**src/rtl/fifo_rr_arbiter.sv**
```systemverilog
// Round-robin read scheduler draining NUM_IN upstream fifos into one downstream fifo.
// Pops are combinational on the grant; the popped word is forwarded one cycle later.
module fifo_rr_arbiter #(
   parameter int unsigned NUM_IN     = 4,
   parameter int unsigned DATA_WIDTH = 4,
   parameter int unsigned MAX_BURST  = 4
) (
   input  logic                           clk,
   input  logic                           rst,
   input  logic                           en,
   input  logic [NUM_IN-1:0]              in_empty,
   input  logic [NUM_IN*DATA_WIDTH-1:0]   in_data,
   output logic [NUM_IN-1:0]              in_rd_en,
   input  logic                           out_full,
   input  logic                           out_almost_full,
   input  logic                           out_almost_empty,
   input  logic                           out_empty,
   output logic                           out_wr_en,
   output logic [DATA_WIDTH-1:0]          out_data,
   output logic [1:0]                     state,
   output logic [$clog2(NUM_IN)-1:0]      grant,
   output logic [7:0]                     xfer_count
);

   localparam int unsigned GW = $clog2(NUM_IN);
   localparam int unsigned BW = (MAX_BURST > 1) ? $clog2(MAX_BURST) : 1;

   typedef enum logic [1:0] {
      IDLE   = 2'd0,
      ACTIVE = 2'd1,
      PAUSE  = 2'd2
   } state_t;

   state_t                state_q, state_d;
   logic [GW-1:0]         grant_q, grant_d;
   logic [BW-1:0]         burst_q, burst_d;
   logic [GW-1:0]         sel_q;
   logic                  wr_q;
   logic [7:0]            xfer_q;
   logic                  stop;
   logic                  resume;
   logic                  any_req;
   logic                  pop;
   logic [DATA_WIDTH-1:0] lane_data [NUM_IN];

   // First non-empty lane at or after start (inclusive) or strictly after it; holds start if none.
   function automatic logic [GW-1:0] find_lane(input logic [GW-1:0]     start,
                                                input logic [NUM_IN-1:0] empty,
                                                input logic              inclusive);
      logic [GW-1:0] res;
      logic          found;
      int unsigned   idx;
      res   = start;
      found = 1'b0;
      for (int unsigned k = 0; k < NUM_IN; k++) begin
         idx = (32'(start) + k) % NUM_IN;
         if (!found && (inclusive || (k != 0)) && !empty[idx]) begin
            res   = GW'(idx);
            found = 1'b1;
         end
      end
      return res;
   endfunction

   assign stop    = out_full | out_almost_full;
   assign resume  = !stop & (out_almost_empty | out_empty);
   assign any_req = |(~in_empty);
   assign pop     = |in_rd_en;

   always_comb begin
      in_rd_en = '0;
      if ((state_q == ACTIVE) && en && !in_empty[grant_q] && !stop) begin
         in_rd_en[grant_q] = 1'b1;
      end
   end

   // Next-state, grant rotation and burst accounting
   always_comb begin
      state_d = state_q;
      grant_d = grant_q;
      burst_d = burst_q;
      if (!en) begin
         state_d = IDLE;
      end else begin
         case (state_q)
            IDLE: begin
               if (any_req) begin
                  state_d = ACTIVE;
                  grant_d = find_lane(grant_q, in_empty, 1'b1);
                  burst_d = '0;
               end
            end
            ACTIVE: begin
               if (stop) begin
                  state_d = PAUSE;
               end else if (!any_req) begin
                  state_d = IDLE;
               end else if (pop && (burst_q == BW'(MAX_BURST - 1))) begin
                  grant_d = find_lane(grant_q, in_empty, 1'b0);
                  burst_d = '0;
               end else if (pop) begin
                  burst_d = burst_q + BW'(1);
               end else begin
                  grant_d = find_lane(grant_q, in_empty, 1'b0);
                  burst_d = '0;
               end
            end
            PAUSE: begin
               if (resume) begin
                  state_d = ACTIVE;
               end
            end
            default: state_d = IDLE;
         endcase
      end
   end

   always_ff @(posedge clk) begin
      if (!rst) begin
         state_q <= IDLE;
         grant_q <= '0;
         burst_q <= '0;
      end else begin
         state_q <= state_d;
         grant_q <= grant_d;
         burst_q <= burst_d;
      end
   end

   // One-cycle forwarding of the popped word plus the write counter
   always_ff @(posedge clk) begin
      if (!rst) begin
         wr_q   <= 1'b0;
         sel_q  <= '0;
         xfer_q <= '0;
      end else begin
         wr_q <= pop;
         if (pop) begin
            sel_q <= grant_q;
         end
         if (wr_q) begin
            xfer_q <= xfer_q + 8'd1;
         end
      end
   end

   always_comb begin
      for (int unsigned i = 0; i < NUM_IN; i++) begin
         lane_data[i] = in_data[i*DATA_WIDTH +: DATA_WIDTH];
      end
   end

   always_comb begin
      out_data = '0;
      if (wr_q) begin
         out_data = lane_data[sel_q];
      end
   end

   assign out_wr_en  = wr_q;
   assign state      = state_q;
   assign grant      = grant_q;
   assign xfer_count = xfer_q;

endmodule
```
**config.mk**
```make
export PLATFORM = sky130hd
export DESIGN_NAME = fifo_rr_arbiter
export DESIGN_NICKNAME = d
export VERILOG_FILES = /design/src/rtl/fifo_rr_arbiter.sv
export SDC_FILE = /design/constraint.sdc
export NUM_CORES = 1
export LEC_CHECK = 0
export ABC_AREA = 1
export BUFFER_PORTS_ARGS = -buffer_cell sky130_fd_sc_hd__buf_2
export CAP_MARGIN = 20
export CORE_MARGIN = 2
export CORE_UTILIZATION = 44
export DETAILED_ROUTE_END_ITERATION = 7
export PLACE_DENSITY = 0.86
export SETUP_SLACK_MARGIN = 0.05
export SYNTH_ARGS = -nofsm -noshare
export SYNTH_HDL_FRONTEND = slang
export SYNTH_SLANG_ARGS = --single-unit
```
**constraint.sdc**
```tcl
create_clock -name clk -period 1.9 [get_ports clk]
set_input_delay 0.095 -clock clk [delete_from_list [all_inputs] [get_ports clk]]
set_output_delay 0.095 -clock clk [all_outputs]
set_load 0.05 [all_outputs]
```
After elaboration in Yosys (flattened, before gate mapping)
Index checks and enable logic that the tools add are counted.
{ "word_totals": {"register_bits": 17, "inputBits": 27, "output_inout_bits": 21, "word_cells": 143} }
{ "op_classes": {"n_addsub": 5, "magnitude_cmp": 7, "n_eq_ne": 10, "muxes": 78, "n_bitwise": 5, "n_reduce_logical": 32} }
{ "ops": {"columns": ["operator", "count"], "rows": [
  ["2-bit 2-to-1 mux", 22],
  ["1-bit 2-to-1 mux", 43],
  ["4-bit 2-to-1 mux", 4],
  ["2-bit by 3-bit < comparator with 1-bit output (second input constant)", 5],
  ["1-bit logical AND", 12],
  ["1-bit logical NOT", 12],
  ["8-bit by 1-bit adder with 8-bit output (second input constant)", 1],
  ["1-bit binary-select mux with 2-bit select", 4],
  ["4-bit binary-select mux with 2-bit select", 1],
  ["2-bit != test (second input constant)", 4],
  ["2-bit case mux with 2 select lines", 2],
  ["4-bit OR reduction", 2],
  ["7-bit AND reduction", 1],
  ["2-bit case mux with 3 select lines", 1],
  ["5-bit AND reduction", 1],
  ["2-bit by 1-bit adder with 2-bit output (second input constant)", 2],
  ["2-bit adder (second input constant)", 2],
  ["2-bit == test (second input constant)", 2],
  ["4-bit != test (second input constant)", 1],
  ["4-bit NOT", 1],
  ["3-bit greater-or-equal comparator (second input constant)", 1],
  ["3-bit by 2-bit != test with 1-bit output (second input constant)", 1],
  ["3-bit != test (second input constant)", 1],
  ["2-bit NOT with 3-bit output", 1],
  ["9 further kinds", 10]
]} }

Longest topological paths before layout
Gate-level depths: netlist of run 1.
{ "depth": {"word_depth": 30, "ltp_mapped": 13, "ltp_nobuf": 13} }

Worst setup path before layout of run 1
Ideal clock, no wire load.
{ "synth_timing": {"path_kind": "flip-flop to flip-flop", "startpoint": "register grant_q[1], in the netlist grant[1]", "endpoint": "register grant_q[0], in the netlist grant[0]", "setup_time_ns": 0.118, "arrival_time_ns": 2.245, "required_time_ns": 1.782, "setup_slack_ns": -0.463, "stages_incl_launch_ff": 14, "n_path_buf": 0, "synth_period_minus_slack_ns": 2.363, "cell_sequence": "dfxtp_1 -> inv_1 -> ha_1 -> inv_1 -> nand3_1 -> nand2_1 -> nor2_2 -> nand3_1 -> nand2_1 -> nand2_1 -> nor2_1 -> nand3_1 -> nand2_1 -> nor2_1"} }
{ "synth_via": {"elab_chain_cells": 27, "word_cells_on_any_way": 93, "cone_classes": "3 x add/sub; 2 x order compare; 2 x eq/ne; 62 x mux; 24 x reduce/logical"} }
{ "synth_lines": {"columns": ["element", "line_no", "text"], "rows": [
  ["start, declared", "35", "logic [GW-1:0] grant_q, grant_d;"],
  ["start signal, assigned", "125", "grant_q <= grant_d;"],
  ["2-bit by 1-bit adder with 2-bit output", "56", "idx = (32'(start) + k) % NUM_IN;"],
  ["1-bit binary-select mux with 2-bit select", "57", "if (!found && (inclusive || (k != 0)) && !empty[idx]) begin"],
  ["1-bit 2-to-1 mux (implied by the code)", "57", null],
  ["1-bit 2-to-1 mux", "57", null],
  ["1-bit 2-to-1 mux", "101", "end else if (pop) begin"],
  ["1-bit 2-to-1 mux", "98", "end else if (pop && (burst_q == BW'(MAX_BURST - 1))) begin"],
  ["1-bit 2-to-1 mux", "96", "end else if (!any_req) begin"],
  ["1-bit 2-to-1 mux", "94", "if (stop) begin"],
  ["[11 not listed]", null, null],
  ["1-bit logical NOT", "57", null],
  ["1-bit logical AND", "57", null],
  ["2-bit 2-to-1 mux", "57", null],
  ["2-bit 2-to-1 mux", "101", null],
  ["2-bit 2-to-1 mux", "98", null],
  ["2-bit 2-to-1 mux", "96", null],
  ["2-bit 2-to-1 mux", "94", null],
  ["2-bit case mux with 2 select lines", "85", "case (state_q)"]
]} }
Several ways; a longest one is shown, not always the timed one. The select of a mux whose other input is x is not followed.
A chain may end at the register's enable or synchronous reset.

Worst setup path in the final report of run 1
Ends and elaborated chain as after synthesis.

==> results of run 1 <==
[power groups by stage]
stage / registers [mW] / logic [mW] / clock network, mW
2_1_floorplan: 0.479 / 0.510 / 0
3_3_place_gp: 0.432 / 0.704 / 0
3_5_place_dp: 0.432 / 0.714 / 0
4_1_cts: 0.424 / 0.718 / 0.206
5_1_grt: 0.421 / 0.939 / 0.218
6_report: 0.417 / 0.847 / 0.200
[layer usage]
layer	share of wire (%)	GRT usage [%]	up-vias
met5	0	0	-
met1	47	23.37	639
met3	6.7	2.232	5
met2	44	28.73	45
met4	1.5	7.641	0
li1	-	-	822
[timing repair]
item | CTS | global route
buffers inserted | 0 | 6
endpoints found under the setup margin | 4 | 6
resized for setup | 4 | 14
pin swaps | 0 | 7
[through the flow]
stage / power [mW] / hold slack (ps)
2_1_floorplan: 0.9888 / 233.4
3_3_place_gp: 1.136 / 387.7
3_5_place_dp: 1.145 / 386.7
4_1_cts: 1.347 / 50.52
5_1_grt: 1.578 / 76.98
6_report: 1.464 / 61.00
[worst min-delay path by stage]
stage	startpoint	endpoint	slack [ps]	cells past startpoint
6_report	en	state[1]$_SDFFE_PN0P_	60	3
5_1_grt	en	state[1]$_SDFFE_PN0P_	80	3
4_1_cts	en	state[1]$_SDFFE_PN0P_	50	3
3_5_place_dp	en	state[0]$_SDFFE_PN0P_	390	3
3_3_place_gp	en	state[1]$_SDFFE_PN0P_	390	3
2_1_floorplan	rst	xfer_count[7]$_SDFFE_PN0P_	230	2
[area by class of cell]
cell class                      instances  area (um^2)
Multi-Input combinational cell        169        879.6
Inverter                               30        118.9
Fill cell                             247         1044
Clock inverter                          1        5.005
Clock buffer                            3        22.52
Sequential cell                        17        347.8
Tap cell                               31        38.79
Timing Repair Buffer                   54        301.5
[state kept, by name, summed over array words and instances (netlist names)]
signal,flops
out_wr_en,1
sel_q,2
grant,2
xfer_count,8
burst_q,2
state,2
[cells by family after synthesis]
logic type      count (synthesis)  share of synthesized area (%)
fa+ha+maj                       6                          5.859
simple gates                  124                          41.99
flops                          17                          26.56
buf+inv                        32                          9.375
compound gates                 39                          16.21
[critical path: stages, from the launching register on]
cell and delay, ps:
dfxtp_4 410, clkinvlp_4 120, ha_4 300, inv_4 50, nand3_2 50, nand2_2 60, nor2_4 160, nand2_2 100
nand3_1 80, nand2_1 60, nor2_2 120, nand3_1 80, nand2_1 60, nor2_1 30
[cell usage in the layout, fill, tap and decap left out, types with 3 or more instances in the layout]
master / n
nand3_1: 19
dfxtp_1: 15
nor2_1: 35
buf_4: 10
ha_1: 4
nand3_2: 3
nand4_1: 3
o21ai_0: 15
a21oi_1: 18
nand2_1: 41
inv_1: 27
nor2_2: 4
clkbuf_4: 3
nand2_2: 9
o211ai_1: 4
buf_2: 43
nor3_1: 5
==> reports/results.ini, run 1 <==
[worst_setup_path]
worstSetupEndpoint = grant[0]$_SDFFE_PN0P_
cp.arrival_ps = 1990
critPathLaunchType = flip-flop
r2r_cells = 13
r2r_start = grant[1]$_SDFFE_PN0P_
worstPathRequired_ps = 2100
end_kind = flip-flop
r2r_setup_slack_ps = 110
startpoint = grant[1]$_SDFFE_PN0P_
r2r_end = grant[0]$_SDFFE_PN0P_
critPathMaxFanout = 7
crit_type = flip-flop to flip-flop

[die]
die_w_um = 57.96
die_h_um = 57.96
row_count = 19
die_area_mm2 = 0.003359
coreArea_mm2 = 0.002758
initial_utilization_pct = 46.46
io_pins = 48

[finish]
n_antenna_cell = 0
layout.cells.non_filler = 305
utilization_pct = 62.16
drive_above_1_share_pct = 31.39
fin_area_mm2 = 0.001714
layout.nets = 308
syn_to_final_growth_pct = 33.79

[power]
peakVddDrop_mv = 0.8105
p_seq_share_pct = 28.5
comb_power_share_pct = 57.9
intPower_mw = 0.7743
switching_power_mw = 0.6897
p_leak_nw = 0.8652
clock_power_share_pct = 13.7
sw_frac_of_total_pct = 47.11
power_density_mw_per_mm2 = 854.1

[yosys]
ys_types = 20
synth_area_mm2 = 0.001281
synth_ff_type = dfxtp_1
synth.top_cell.area_share_pct = 26.56
synthArstFlopShare_pct = 0
synth_commonest_cells = nand2_1 (45), nor2_1 (39), inv_1 (29), nand3_1 (22), a21oi_1 (18)
synth_area_leader_cell = dfxtp_1
synth_seq_area_share_pct = 26.56
synth_area_leaders = dfxtp_1 (27%), nand2_1 (13%), nor2_1 (11%)
synth.avg_cell_area_um2 = 5.877
synth-seq-cells = 17
yosysMostFrequentCell = nand2_1
synth_edf_count = 0
synthCells = 218
synth_nets = 251
ys_warn_count = 0

[detailed_routing]
finalWirelength_mm = 3.097
detail_route.iter0.violations = 101
vias_per_cell = 4.954
drc_errors = 0
drt.antenna.violating_nets = 0
firstDrtPassIters = 4
num_vias = 1511
wl_per_cell_um = 10.15

[timing]
slew_headroom_pct = 78.86
setup_viol = 0
min_period_ps = 1790
finClkSkew_ps = 5.373
fmax_ghz = 0.5587
slew_viol_final = 0
fin_tns_setup_ps = 0
tightest_slew_ps = 316.7
rsz0062_at_grt = true
finalHoldViolations = 0
period_share_pct = 94.21
setup_ws_ps = 110.0

[cts]
cts_made_buffers = 3
root_buffer = clkbuf_4
h-tree-depth = 1
clock-sinks = 17
cts.path.max_buffers = 2
hold_buffers = 0
insertion_delay_ps = 300
cts_tree = yes
cts.clk_slew.worst_paths_ps = 100

[place]
place_inst = 295
gp_congestion = 0.8724
place_area_mm2 = 0.001587
place_hpwl_mm = 2.351
pre_cts_slack_ps = 87.80
portBuffers = 47

[grt]
antenna_found_initial = 0
grt_pass1_vias = 1193
grt.total_usage_pct = 17.62
grt_pass1_wl_mm = 4.802
grt_max_degree = 13
grt_overflow = 0

[worst_hold_path]
min_path_type = primary input to flip-flop

[status]
status = completed

[flow_run]
max-cap-violations = 0

No activity file was read; power rests on OpenSTA's default activity.
==> run 2, diff against run 1 <==
==> constraint.sdc (replaced) <==
create_clock -name clk -period 1.9 [get_ports clk]
set_input_delay 0.19 -clock clk [delete_from_list [all_inputs] [get_ports clk]]
set_output_delay 0.19 -clock clk [all_outputs]
set_load 0.05 [all_outputs]
==> run 2 against run 1 <==
  * Global-route usage up 3.8 points
  * Via count rose by 7.0%
  * First-iteration DRC count fell by 42%
  * Fmax down 2.0%
  * Total power grew 5.2%
  * Highest routed layer unchanged
  * Hold slack better by 110 ps
  * Clock power is essentially flat
  * Die area did not move
  * Cell area up 4.2%
  * Non-clock buffer count up 3
  * Register-to-register slack got worse by 40 ps
  * Routed wire length is 14% higher
==> reports/results.ini, run 2 (synthesis results as in run 1) <==
[cts]
root_buffer = clkbuf_4  ; unchanged
insertion_delay_ps = 300  ; about the same
clock-sinks = 17  ; unchanged
hold_buffers = 0  ; unchanged
cts_made_buffers = 3  ; unchanged
cts_tree = yes  ; unchanged
h-tree-depth = 1  ; unchanged
cts.path.max_buffers = 2  ; unchanged
cts.clk_slew.worst_paths_ps = 110  ; was 100 ps

[grt]
grt.total_usage_pct = 21.43  ; was 17.62%
grt_max_degree = 13  ; unchanged
antenna_found_initial = 0  ; unchanged
grt_overflow = 0  ; unchanged
grt_pass1_wl_mm = 5.727  ; was 4.802 mm
grt_pass1_vias = 1390  ; was 1193

[finish]
multi_input_area_um2 = 912.1  ; was 879.6 um^2
fillers = 270  ; was 247
final_cell_mix = buf_2 (43), nand2_1 (41), nor2_1 (31), inv_1 (27), nand3_1 (19)  ; was buf_2 (43), nand2_1 (41), nor2_1 (35), inv_1 (27), nand3_1 (19)
regArea_um2 = 351.6  ; was 347.8 um^2
layout_commonest_cell = buf_2  ; unchanged
drive_above_1_share_pct = 35.74  ; was 31.39%
n_antenna_cell = 0  ; unchanged
layout.nets = 311  ; was 308
largest_reg_flops = 8  ; unchanged
syn_to_final_growth_pct = 39.45  ; was 33.79%

[timing]
min_period_ps = 1826  ; was 1790 ps
fmax_ghz = 0.5476  ; was 0.5587 GHz
setup_ws_ps = 73.75  ; was 110.0 ps
period_share_pct = 96.12  ; was 94.21%
setup_viol = 0  ; unchanged
tightest_slew_ps = 277.6  ; was 316.7 ps
slew_viol_final = 0  ; unchanged
finClkSkew_ps = 8.032  ; was 5.373 ps
fin_tns_setup_ps = 0  ; unchanged
finalHoldViolations = 0  ; unchanged
slew_headroom_pct = 81.50  ; was 78.86%
rsz0062_at_grt = true  ; unchanged

[die]
initial_utilization_pct = 46.46  ; unchanged
coreArea_mm2 = 0.002758  ; unchanged
die_w_um = 57.96  ; unchanged
die_h_um = 57.96  ; unchanged
die_area_mm2 = 0.003359  ; unchanged
row_count = 19  ; unchanged
io_pins = 48  ; unchanged

[place]
portBuffers = 47  ; unchanged
gp_congestion = 0.8708  ; was 0.8724
place_hpwl_mm = 2.687  ; was 2.351 mm
pre_cts_slack_ps = 12.53  ; was 87.80 ps

[worst_setup_path]
end_kind = flip-flop  ; unchanged
slowest_stage = dfxtp_4  ; unchanged
worstPathRequired_ps = 2110  ; was 2100 ps
max_stage_delay_ps = 380  ; was 410 ps
critPathLaunchType = flip-flop  ; unchanged
cp.arrival_ps = 2040  ; was 1990 ps
path_cells = clkinvlp_4 -> ha_4 -> inv_4 -> nand3_2 -> nand2_2 -> nor2_4 -> nand3_2 -> nand2_2 -> nand2_1 -> nor2_1 -> nand2_1 -> nor2_2 -> nor2_1  ; was clkinvlp_4 -> ha_4 -> inv_4 -> nand3_2 -> nand2_2 -> nor2_4 -> nand2_2 -> nand3_1 -> nand2_1 -> nor2_2 -> nand3_1 -> nand2_1 -> nor2_1
crit_buf_inv = 2  ; unchanged
crit_cells = 13  ; unchanged
crit_family = simple AND/OR/NAND/NOR gates  ; unchanged
critPathMaxFanout = 5  ; was 7
crit_type = flip-flop to flip-flop  ; unchanged
r2r_cells = 13  ; unchanged

[power]
peakVddDrop_mv = 0.6728  ; was 0.8105 mV
switching_power_mw = 0.7192  ; was 0.6897 mW
intPower_mw = 0.8208  ; was 0.7743 mW
comb_power_share_pct = 60.8  ; was 57.9%
clock_power_share_pct = 13.0  ; was 13.7%
p_seq_share_pct = 26.2  ; was 28.5%
sw_frac_of_total_pct = 46.70  ; was 47.11%
p_leak_nw = 0.8911  ; was 0.8652 nW
power_density_mw_per_mm2 = 862.0  ; was 854.1 mW/mm^2
totalPowerFinal_mw = 1.540  ; was 1.464 mW

[detailed_routing]
wl_per_cell_um = 11.42  ; was 10.15 um
drc_errors = 0  ; unchanged
detail_route.iter0.violations = 59  ; was 101
num_vias = 1617  ; was 1511
drt.antenna.violating_nets = 0  ; unchanged
firstDrtPassIters = 4  ; unchanged
vias_per_cell = 5.250  ; was 4.954
finalWirelength_mm = 3.516  ; was 3.097 mm

[flow_run]
max-cap-violations = 0  ; unchanged

[worst_hold_path]
whs_path_depth = 3  ; unchanged
min_path_type = primary input to flip-flop  ; unchanged

[status]
status = completed  ; unchanged

==> run 2: worst paths after layout <==
path	start	end	slack, ps
max reg2reg	grant[1]$_SDFFE_PN0P_	grant[1]$_SDFFE_PN0P_	70
max	grant[1]$_SDFFE_PN0P_	grant[1]$_SDFFE_PN0P_	70
min reg2reg	xfer_count[7]$_SDFFE_PN0P_	xfer_count[7]$_SDFFE_PN0P_	480
min	en	state[0]$_SDFFE_PN0P_	170
==> run 2: area by class of cell <==
cell class | count | share of cell area, %
timing repair buffer | 57 | 18.77
tap | 31 | 2.171
multi-input combinational | 169 | 51.05
sequential | 17 | 19.68
inverter | 30 | 6.793
clock inverter | 1 | 0.2801
clock buffer | 3 | 1.261
==> run 2: power groups by stage <==
stage / Sequential [mW] / Clock, mW / Combinational [mW]
2_1_floorplan: 0.479 / 0 / 0.517
3_3_place_gp: 0.416 / 0 / 0.736
3_5_place_dp: 0.419 / 0 / 0.743
4_1_cts: 0.401 / 0.205 / 0.773
5_1_grt: 0.407 / 0.226 / 1.04
6_report: 0.404 / 0.200 / 0.936
==> run 2: stage by stage <==
| step | hold WS [ps] | cell area, um^2 | util (%) | instances |
|---|---|---|---|---|
| after global routing | 177.9 | 1787 | 64.79 | 308 |
| final | 167.4 | 1787 | 64.79 | 308 |
| after CTS | 160.3 | 1674 | 60.71 | 301 |
| after floorplan | 328.4 | 1338 | - | 218 |
| after global placement | 443.6 | 1619 | 58.71 | 296 |
| after detailed placement | 463.9 | 1619 | 58.71 | 296 |
==> run 2: metal layers <==
layer,share of wire (%),global-route usage (%)
met5,0,0
met4,2.1,6.312
met3,4.3,3.348
met2,50,38.96
met1,44,25.82
==> run 2: what timing repair did <==
item,in CTS,in global routing
buffers inserted,1,7
gates resized for setup,7,19
endpoints found under the setup margin,6,10
pin swaps,0,5
==> run 2: worst min-delay path, delay by kind of cell <==
kind,cells,cell delay [ps]
compound gates,1,40
simple gates,1,70
buf+inv,1,120
==> run 3, diff against run 2 <==
--- a/config.mk
+++ b/config.mk
@@ -9,9 +9,9 @@
 export BUFFER_PORTS_ARGS = -buffer_cell sky130_fd_sc_hd__buf_2
 export CAP_MARGIN = 20
 export CORE_MARGIN = 2
-export CORE_UTILIZATION = 44
+export CORE_UTILIZATION = 49
 export DETAILED_ROUTE_END_ITERATION = 7
-export PLACE_DENSITY = 0.86
+export PLACE_DENSITY = 0.9
 export SETUP_SLACK_MARGIN = 0.05
 export SYNTH_ARGS = -nofsm -noshare
 export SYNTH_HDL_FRONTEND = slang
==> constraint.sdc (replaced) <==
create_clock -name clk -period 2 [get_ports clk]
set_input_delay 0.2 -clock clk [delete_from_list [all_inputs] [get_ports clk]]
set_output_delay 0.2 -clock clk [all_outputs]
set_load 0.05 [all_outputs]
==> run 3 against run 2 <==
  * Total power is 8.5% lower
  * Critical endpoint is now in_rd_en[3]
  * Sequential cell count unchanged
  * Hold slack better by 35 ps
  * Non-clock buffer count shrank 2
  * Utilization grew 4.5 points
  * Cell count decreased by 0.97%
==> reports/results.ini, run 3 (synthesis results as in run 1) <==
[timing]
fin_tns_setup_ps = 0  ; unchanged
min_period_ps = 1851
finClkSkew_ps = 5.000  ; was 8.032 ps
fmax_ghz = 0.5402
finalHoldViolations = 0  ; unchanged
tightest_slew_ps = 323.1  ; was 277.6 ps
period_share_pct = 92.57
slew_viol_final = 0  ; unchanged
setup_viol = 0  ; unchanged
rsz0062_at_grt = false  ; was true
slew_headroom_pct = 78.43  ; was 81.50%
setup_ws_ps = 148.7  ; was 73.75 ps

[place]
portBuffers = 47  ; unchanged
place_inst = 295  ; was 296
pre_cts_slack_ps = 30.06  ; was 12.53 ps
place_hpwl_mm = 2.415  ; was 2.687 mm
gp_congestion = 0.8317  ; was 0.8708

[die]
die_h_um = 55.14  ; was 57.96 um
die_w_um = 55.14  ; was 57.96 um
initial_utilization_pct = 51.72  ; was 46.46%
row_count = 18  ; was 19
die_area_mm2 = 0.003040  ; was 0.003359 mm^2
io_pins = 48  ; unchanged
coreArea_mm2 = 0.002477  ; was 0.002758 mm^2

[detailed_routing]
firstDrtPassIters = 4  ; unchanged
drc_errors = 0  ; unchanged
vias_per_cell = 5.131  ; was 5.250
drt.antenna.violating_nets = 0  ; unchanged
num_vias = 1565  ; was 1617
detail_route.iter0.violations = 45  ; was 59
wl_per_cell_um = 11.08  ; was 11.42 um
finalWirelength_mm = 3.378  ; was 3.516 mm

[flow_run]
max-cap-violations = 0  ; unchanged

[worst_setup_path]
critPathLaunchType = flip-flop  ; unchanged
cp.arrival_ps = 1650  ; was 2040 ps
worstPathRequired_ps = 1800  ; was 2110 ps
end_kind = output port  ; was flip-flop
crit_type = flip-flop to output port  ; was flip-flop to flip-flop
critPathMaxFanout = 8  ; was 5

[power]
sw_frac_of_total_pct = 46.94  ; was 46.70%
p_leak_nw = 0.8720  ; was 0.8911 nW
power_density_mw_per_mm2 = 820.9  ; was 862.0 mW/mm^2
intPower_mw = 0.7478  ; was 0.8208 mW
p_seq_share_pct = 27.5  ; was 26.2%
peakVddDrop_mv = 0.7325  ; was 0.6728 mV
clock_power_share_pct = 13.2  ; was 13.0%
switching_power_mw = 0.6615  ; was 0.7192 mW
comb_power_share_pct = 59.3  ; was 60.8%

[cts]
cts_made_buffers = 3  ; unchanged
cts.path.max_buffers = 2  ; unchanged
cts_tree = yes  ; unchanged
clock-sinks = 17  ; unchanged
cts.clk_slew.worst_paths_ps = 90  ; was 110 ps
root_buffer = clkbuf_4  ; unchanged
insertion_delay_ps = 300  ; about the same
h-tree-depth = 1  ; unchanged
hold_buffers = 0  ; unchanged

[grt]
antenna_found_initial = 0  ; unchanged
grt_overflow = 0  ; unchanged
grt_pass1_vias = 1200  ; was 1390
grt.total_usage_pct = 21.11  ; was 21.43%
grt_max_degree = 13  ; unchanged
grt_pass1_wl_mm = 4.685  ; was 5.727 mm

[finish]
drive_above_1_share_pct = 30.91  ; was 35.74%
syn_to_final_growth_pct = 33.98  ; was 39.45%
fillers = 235  ; was 270
layout_commonest_cell = buf_2  ; unchanged
n_antenna_cell = 0  ; unchanged
largest_reg_flops = 8  ; unchanged
final_cell_mix = buf_2 (43), nand2_1 (41), nor2_1 (34), inv_1 (28), nand3_1 (20)  ; was buf_2 (43), nand2_1 (41), nor2_1 (31), inv_1 (27), nand3_1 (19)
layout.cells.non_filler = 305  ; was 308
layout.nets = 309  ; was 311

[status]
status = completed  ; unchanged

[worst_hold_path]
min_path_type = primary input to flip-flop  ; unchanged

==> run 3: changes by cell type in the layout (fill, tap and decap cells not counted), sizes merged <==
| cell | before | now |
|---|---|---|
| clkinvlp | 1 | 0 |
| inv | 29 | 30 |
| buf | 57 | 55 |
==> run 3: layout make-up <==
class | instances | area [um^2] | area share (%)
Sequential cell | 17 | 347.8 | 20.26
Inverter | 30 | 112.6 | 6.560
Clock buffer | 3 | 22.52 | 1.312
Tap cell | 30 | 37.54 | 2.187
Clock inverter | 1 | 5.005 | 0.2915
Multi-Input combinational cell | 169 | 874.6 | 50.95
Timing Repair Buffer | 55 | 316.6 | 18.44
==> run 3: path summary, 6_finish.rpt <==
path              slack [ps]                         end  cells after the start                        from
setup / recovery         150                 in_rd_en[3]                      7       state[0]$_SDFFE_PN0P_
hold / removal           200       state[1]$_SDFFE_PN0P_                      3                          en
setup reg to reg         160       grant[1]$_SDFFE_PN0P_                     12       grant[0]$_SDFFE_PN0P_
hold reg to reg          470  xfer_count[7]$_SDFFE_PN0P_                      2  xfer_count[7]$_SDFFE_PN0P_
==> run 3: timing repair <==
| item | 4_1_cts | 5_1_grt |
|---|---|---|
| setup endpoints to repair | 4 | 6 |
| buffers inserted | 0 | 6 |
| gates resized for setup | 3 | 21 |
| pin swaps | 0 | 3 |
==> run 3: metal layers <==
layer	global-route usage, %	vias up	part of all wire, %	wire, um
met2	37.90	58	47	1588
met5	0	-	0	0
met3	5.108	8	7.1	239
met1	24.39	673	43	1461
met4	6.911	0	2.6	89
li1	-	826	-	-
==> run 3: critical path, cell delays in order, from the launching register on <==
cell	delay, ps
dfxtp_1	380
inv_1	90
nor2_4	180
nand2_1	100
nor2_2	180
nand2_2	120
nor2_1	130
buf_6	180
==> run 3: power groups by stage <==
stage          Clock [mW]  Combinational [mW]  Sequential [mW]
6_report            0.187               0.835            0.387
5_1_grt             0.204               0.932            0.391
4_1_cts             0.192               0.674            0.399
3_5_place_dp            0               0.647            0.407
3_3_place_gp            0               0.633            0.404
2_1_floorplan           0               0.441            0.452
==> run 3: stage by stage <==
stage | hold WS, ps | instance area, um^2 | utilization (%) | power (mW)
final | 202.6 | 1717 | 69.29 | 1.409
after global routing | 211.5 | 1717 | 69.29 | 1.527
after CTS | 186.8 | 1614 | 65.15 | 1.264
after detailed placement | 450.7 | 1569 | 63.33 | 1.053
after global placement | 443.8 | 1569 | 63.33 | 1.037
after floorplan | 338.4 | 1289 | - | 0.8926
